[config.mk]
export PLATFORM = sky130hd
export DESIGN_NAME = divider_unit
export DESIGN_NICKNAME = d
export VERILOG_FILES = /design/src/rtl/divider_unit.sv
export SDC_FILE = /design/constraint.sdc
export NUM_CORES = 1
export LEC_CHECK = 0
export ABC_AREA = 1
export BUFFER_PORTS_ARGS = -buffer_cell sky130_fd_sc_hd__buf_4
export CORE_UTILIZATION = 43
export DETAILED_ROUTE_END_ITERATION = 12
export PLACE_DENSITY = 0.6
export SKIP_LAST_GASP = 1
export SLEW_MARGIN = 20
export SYNTH_ARGS = -nofsm -noshare
export SYNTH_HDL_FRONTEND = slang
export SYNTH_SLANG_ARGS = --single-unit
[constraint.sdc]
create_clock -name i_clk -period 6 [get_ports i_clk]
set_input_delay 0.6 -clock i_clk [delete_from_list [all_inputs] [get_ports i_clk]]
set_output_delay 0.6 -clock i_clk [all_outputs]
set_load 0.005 [all_outputs]
[src/rtl/divider_unit.sv]
// divider_unit -- 32-bit RV32M iterative divider (DIV, DIVU, REM, REMU).
//
// Radix-2 restoring divider: one quotient bit per cycle, 32 iterations,
// then a sign-fix cycle. With i_start sampled in cycle N, o_done pulses in
// cycle N+34 and o_ready returns in cycle N+35.
//
// Ports:
//   i_clk     in   1   clock, rising edge
//   i_reset   in   1   asynchronous active-high reset
//   i_start   in   1   request, sampled only while idle
//   i_kill    in   1   abort (pipeline flush); beats i_start
//   i_op      in   2   00=DIV 01=DIVU 10=REM 11=REMU
//   i_op1     in  32   dividend
//   i_op2     in  32   divisor
//   o_ready   out  1   high while idle
//   o_done    out  1   one-cycle pulse, o_result valid
//   o_result  out 32   quotient or remainder, held until the next o_done
//
// Build option:
//   DIVIDER_EARLY_EXIT_EN  divide-by-zero and signed overflow skip the
//                          iterations and finish in cycle N+1.

module divider_unit (
   input  logic        i_clk,
   input  logic        i_reset,
   input  logic        i_start,
   input  logic        i_kill,
   input  logic [1:0]  i_op,
   input  logic [31:0] i_op1,
   input  logic [31:0] i_op2,
   output logic        o_ready,
   output logic        o_done,
   output logic [31:0] o_result
);

   typedef enum logic [1:0] {IDLE, CALC, FIX, DONE} state_t;

   state_t      state, state_nxt;
   logic [4:0]  count;
   logic [31:0] quo;
   logic [31:0] rem;
   logic [31:0] dvsr;
   logic        op_is_rem;
   logic        q_neg;
   logic        r_neg;

   logic        op_signed;
   logic        op1_neg;
   logic        op2_neg;
   logic [31:0] op1_mag;
   logic [31:0] op2_mag;
   logic        accept;
   logic [32:0] trial;
   logic        trial_neg;

   assign op_signed = ~i_op[0];
   assign op1_neg   = op_signed & i_op1[31];
   assign op2_neg   = op_signed & i_op2[31];
   assign op1_mag   = op1_neg ? (~i_op1 + 32'd1) : i_op1;
   assign op2_mag   = op2_neg ? (~i_op2 + 32'd1) : i_op2;
   assign accept    = (state == IDLE) & i_start & ~i_kill;

   // Partial remainder is always below the divisor, so the shifted value
   // minus the divisor fits a 33-bit signed range; bit 32 is the borrow.
   assign trial     = {rem, quo[31]} - {1'b0, dvsr};
   assign trial_neg = trial[32];

`ifdef DIVIDER_EARLY_EXIT_EN
   logic        early_exit;
   logic        div_zero;
   logic [31:0] early_result;

   assign div_zero   = (i_op2 == '0);
   assign early_exit = div_zero |
                       (op_signed & (i_op1 == 32'h8000_0000) & (i_op2 == '1));

   always_comb begin
      early_result = '0;
      if (div_zero)
         early_result = i_op[1] ? i_op1 : '1;
      else
         early_result = i_op[1] ? '0 : 32'h8000_0000;
   end
`endif

   // State register
   always_ff @(posedge i_clk or posedge i_reset) begin
      if (i_reset)
         state <= IDLE;
      else
         state <= state_nxt;
   end

   // Next-state logic
   always_comb begin
      state_nxt = state;
      if (i_kill) begin
         state_nxt = IDLE;
      end else begin
         case (state)
            IDLE: begin
               if (i_start) begin
`ifdef DIVIDER_EARLY_EXIT_EN
                  state_nxt = early_exit ? DONE : CALC;
`else
                  state_nxt = CALC;
`endif
               end
            end
            CALC:    if (count == 5'd0) state_nxt = FIX;
            FIX:     state_nxt = DONE;
            DONE:    state_nxt = IDLE;
            default: state_nxt = IDLE;
         endcase
      end
   end

   assign o_ready = (state == IDLE);
   assign o_done  = (state == DONE);

   // Datapath. A kill freezes everything, which keeps o_result intact.
   always_ff @(posedge i_clk or posedge i_reset) begin
      if (i_reset) begin
         count     <= '0;
         quo       <= '0;
         rem       <= '0;
         dvsr      <= '0;
         op_is_rem <= 1'b0;
         q_neg     <= 1'b0;
         r_neg     <= 1'b0;
         o_result  <= '0;
      end else if (!i_kill) begin
         case (state)
            IDLE: begin
               if (accept) begin
                  quo       <= op1_mag;
                  rem       <= '0;
                  dvsr      <= op2_mag;
                  count     <= 5'd31;
                  op_is_rem <= i_op[1];
                  // Divide by zero keeps the all-ones quotient unsigned.
                  q_neg     <= (op1_neg ^ op2_neg) & (i_op2 != '0);
                  r_neg     <= op1_neg;
`ifdef DIVIDER_EARLY_EXIT_EN
                  if (early_exit)
                     o_result <= early_result;
`endif
               end
            end
            CALC: begin
               rem <= trial_neg ? {rem[30:0], quo[31]} : trial[31:0];
               quo <= {quo[30:0], ~trial_neg};
               if (count != 5'd0)
                  count <= count - 5'd1;
            end
            FIX: begin
               if (op_is_rem)
                  o_result <= r_neg ? (~rem + 32'd1) : rem;
               else
                  o_result <= q_neg ? (~quo + 32'd1) : quo;
            end
            default: ;
         endcase
      end
   end

endmodule

==> flow_metrics.env <==
export IMPL_crit_family="simple AND/OR/NAND/NOR gates"
export IMPL_yosys_warnings=0
export IMPL_worst_setup_path_type="flop to flop"
export IMPL_dp_cells=2502
export IMPL_drive_gt1_share_pct=8.63
export IMPL_worst_ep_arrival_time_ns=3.28
export IMPL_wirelength_met1_um=20200
export IMPL_diodes=0
export IMPL_gr_usage_all_layers_pct=28.6
export IMPL_synth_nets=2184
export IMPL_seq_area_frac_synth_pct=27.8
export IMPL_yosysTopAreaCell="dfrtp_1"
export IMPL_die_x_um=172
export IMPL_timing_final_crit_share_pct=48.4
export IMPL_cts_hold_buf=0
export IMPL_share_comb_of_total_power_pct=52.1
export IMPL_drc=0
export IMPL_ys_top_cells_by_area="dfrtp_1 28%, nand2_1 19%, nand3_1 12%"
export IMPL_syn_area_sq_mm=0.0124
export IMPL_rr_startpoint="state[0]"
export IMPL_die_area_sq_mm=0.0296
export IMPL_vdd_ir_drop_max_v=0.000234
export IMPL_netlist_instances=2071
export IMPL_end_kind="flop"
export IMPL_max_slew_worst_pin_slew_ns=1.10
export IMPL_clockBufferDepth=2
export IMPL_grt_setup_unrepaired="false"
export IMPL_crit_fanout=42
export IMPL_antenna_found_initial=0
export IMPL_num_rows=61
export IMPL_avgSynthCellArea_sq_um=6.00
export IMPL_drt_first_pass_iters=6
export IMPL_drv_slew=0
export IMPL_ys_types=42
export IMPL_r2r_cells=12
export IMPL_clk_latency_ns=0.44
export IMPL_vias_per_cell=5.27
export IMPL_crit_buf_inv=3
export IMPL_cts_resized=0
export IMPL_clkTransAtPathRegs_ns=0.06
export IMPL_slew_headroom_pct=26.5
export IMPL_power_frac_seq_pct=28.0
export IMPL_finalHoldViolCount=0
export IMPL_wl_per_cell_um=16.3
export IMPL_tns_ns=0
export IMPL_cp_cell_sequence="inv_1 -> ha_1 -> nand2_1 -> o21ai_1 -> nand2_1 -> buf_4 -> nor2_2 -> buf_4 -> nand3_1 -> nand2_1 -> nand2_1 -> nand2_1"
export IMPL_fin_crit_ns=2.90
export IMPL_top_layer="met4"
export IMPL_fillers=3126
export IMPL_fin_worst_skew_ns=0.00724
export IMPL_p_int_mw=2.81
export IMPL_required_ns=6.38
export IMPL_io_pins=104
export IMPL_crit_path_frequent_cell="nand2_1"
export IMPL_r2r_end="rem[30]"
export IMPL_finalNonFillerCells=2534
export IMPL_grt_overflow=0
export IMPL_syn_to_final_growth_pct=13.6
export IMPL_cts_buffers=17
export IMPL_gp_congestion=0.941
export IMPL_worstHoldPathType="primary input to async pin"
export IMPL_power_mw=5.41
export IMPL_first_iter_violations=1116
export IMPL_fmax_mhz=345
export IMPL_numPortBuffers=103
export IMPL_switching_power_mw=2.60
export IMPL_dr_wl_met2_um=18100
export IMPL_maxCapViolations=0
export IMPL_grt_pass1_wl_um=64700
export IMPL_p_per_area_mw_per_mm2=383
export IMPL_power_frac_clock_pct=19.9
export IMPL_layout_commonest_cell="nand2_1"
export IMPL_grt_start_max_net_pins=75
export IMPL_die_h_um=172
export IMPL_vias=13400
export IMPL_regToRegSetupSlack_ns=3.10
export IMPL_cts_sinks=138
export IMPL_htree_num_levels=4
export IMPL_post_cts_buffers=0
export IMPL_drt_wl_total_um=41300
export IMPL_max_stage_delay_ns=0.51
export IMPL_final_cell_mix="645 x nand2_1, 320 x inv_1, 289 x nand3_1, 178 x nor2_1, 138 x dfrtp_1"
export IMPL_coreArea_sq_mm=0.0281
export IMPL_ant_nets=0
export IMPL_cp_start_kind="flop"
export IMPL_crit_path_top_delay_cell="nor2_2"
export IMPL_tritoncts="yes"
export IMPL_dp_hpwl_um=32800
export IMPL_start_util_pct=44.2
export IMPL_leakage_nw=7.64
export IMPL_fin_nets=2256
export IMPL_dr_wl_met3_um=2180
export IMPL_clockRootBuffer="clkbuf_16"
export IMPL_synth_top_cell_area_share_pct=27.8
export IMPL_setup_viol=0
export IMPL_grt_pass1_vias=11900
export IMPL_synth_seq_cells=138
export IMPL_status="finished, final reports clean"
export IMPL_switching_share_pct=48.1
power by group through the flow:
stage | clock (mW) | sequential (mW) | combinational (mW)
6_report | 1.07 | 1.51 | 2.82
3_5_place_dp | 0 | 1.52 | 2.78
5_1_grt | 1.13 | 1.54 | 3.15
4_1_cts | 1.09 | 1.51 | 2.79
3_3_place_gp | 0 | 1.51 | 2.75
2_1_floorplan | 0 | 1.43 | 1.88
cell usage after synthesis, drive strengths merged:
library cell and count:
a21oi 58, nand3 291, nor2 189, buf 17
clkbuf 43, nor3 20, o41ai 1, o21ai 119
ha 42, nor4 2, nand4 25, o211ai 4
a32oi 1, o21bai 20, a211oi 2, inv 335
and3 1, o22ai 19, xnor2 15, o31ai 1
o21a 2, and2 3, o221ai 9, a21o 2
or2 1, a31oi 15, xor2 30, nand3b 8
dfrtp 138, nand2 657, fa 1
how the worst max path moves through the flow:
| stage | from | to | slack, ns | depth (start not counted) |
|---|---|---|---|---|
| after floorplan | i_reset | count[0] | 1.70 | 1 |
| after global routing | state[0] | rem[30] | 2.88 | 12 |
| after CTS | state[0] | quo[23] | 2.44 | 11 |
| after global placement | state[0] | quo[23] | 2.54 | 11 |
| final | state[0] | rem[30] | 3.10 | 12 |
| after detailed placement | state[0] | quo[23] | 2.45 | 11 |
metal layers:
| layer | vias to the layer above | global-route usage [%] |
|---|---|---|
| li1 | 6767 | - |
| met1 | 6174 | 43.1 |
| met2 | 370 | 42.9 |
| met3 | 42 | 3.18 |
| met4 | 0 | 7.12 |
| met5 | - | 0 |
state kept, by name, summed over array words and instances (netlist names):
signal     cells
dvsr          32
o_result      32
quo           32
rem           32
count          5
state          2
op_is_rem      1
q_neg          1
r_neg          1
logic make-up (layout without fill, tap and decap cells):
family,after synthesis,after routing,synth area share [%]
compound gates,253,253,11.6
xor+xnor,45,45,3.17
simple gates,1197,1197,40.9
flops,138,138,27.8
fa+ha+maj,43,43,4.39
buf+inv,395,480,12.1
final cells by class:
class | count | area, sq um | share of cell area (%)
timing repair buffer | 113 | 848 | 6.02
inverter | 335 | 1260 | 8.95
clock inverter | 15 | 160 | 1.14
clock buffer | 17 | 425 | 3.02
sequential | 138 | 3450 | 24.5
tap | 378 | 473 | 3.35
multi-input combinational | 1538 | 7480 | 53.0
metrics by stage:
step	utilization, %	hold WS, ns	instance area (sq um)	worst slack (ns)
2_1_floorplan	-	0.453	12400	1.70
3_3_place_gp	48.1	0.466	13500	2.54
3_5_place_dp	48.1	0.471	13500	2.45
4_1_cts	50.2	0.310	14100	2.44
5_1_grt	50.2	0.335	14100	2.88
6_report	50.2	0.284	14100	3.10
worst register-to-register path, stage by stage (launching register included):
cell     delay [ns]
dfrtp_1        0.40
inv_1          0.12
ha_1           0.24
nand2_1        0.13
o21ai_1        0.10
nand2_1        0.06
buf_4          0.28
nor2_2         0.51
buf_4          0.44
nand3_1        0.32
nand2_1        0.13
nand2_1        0.05
nand2_1        0.05
Power figures use the tool's default switching activity.
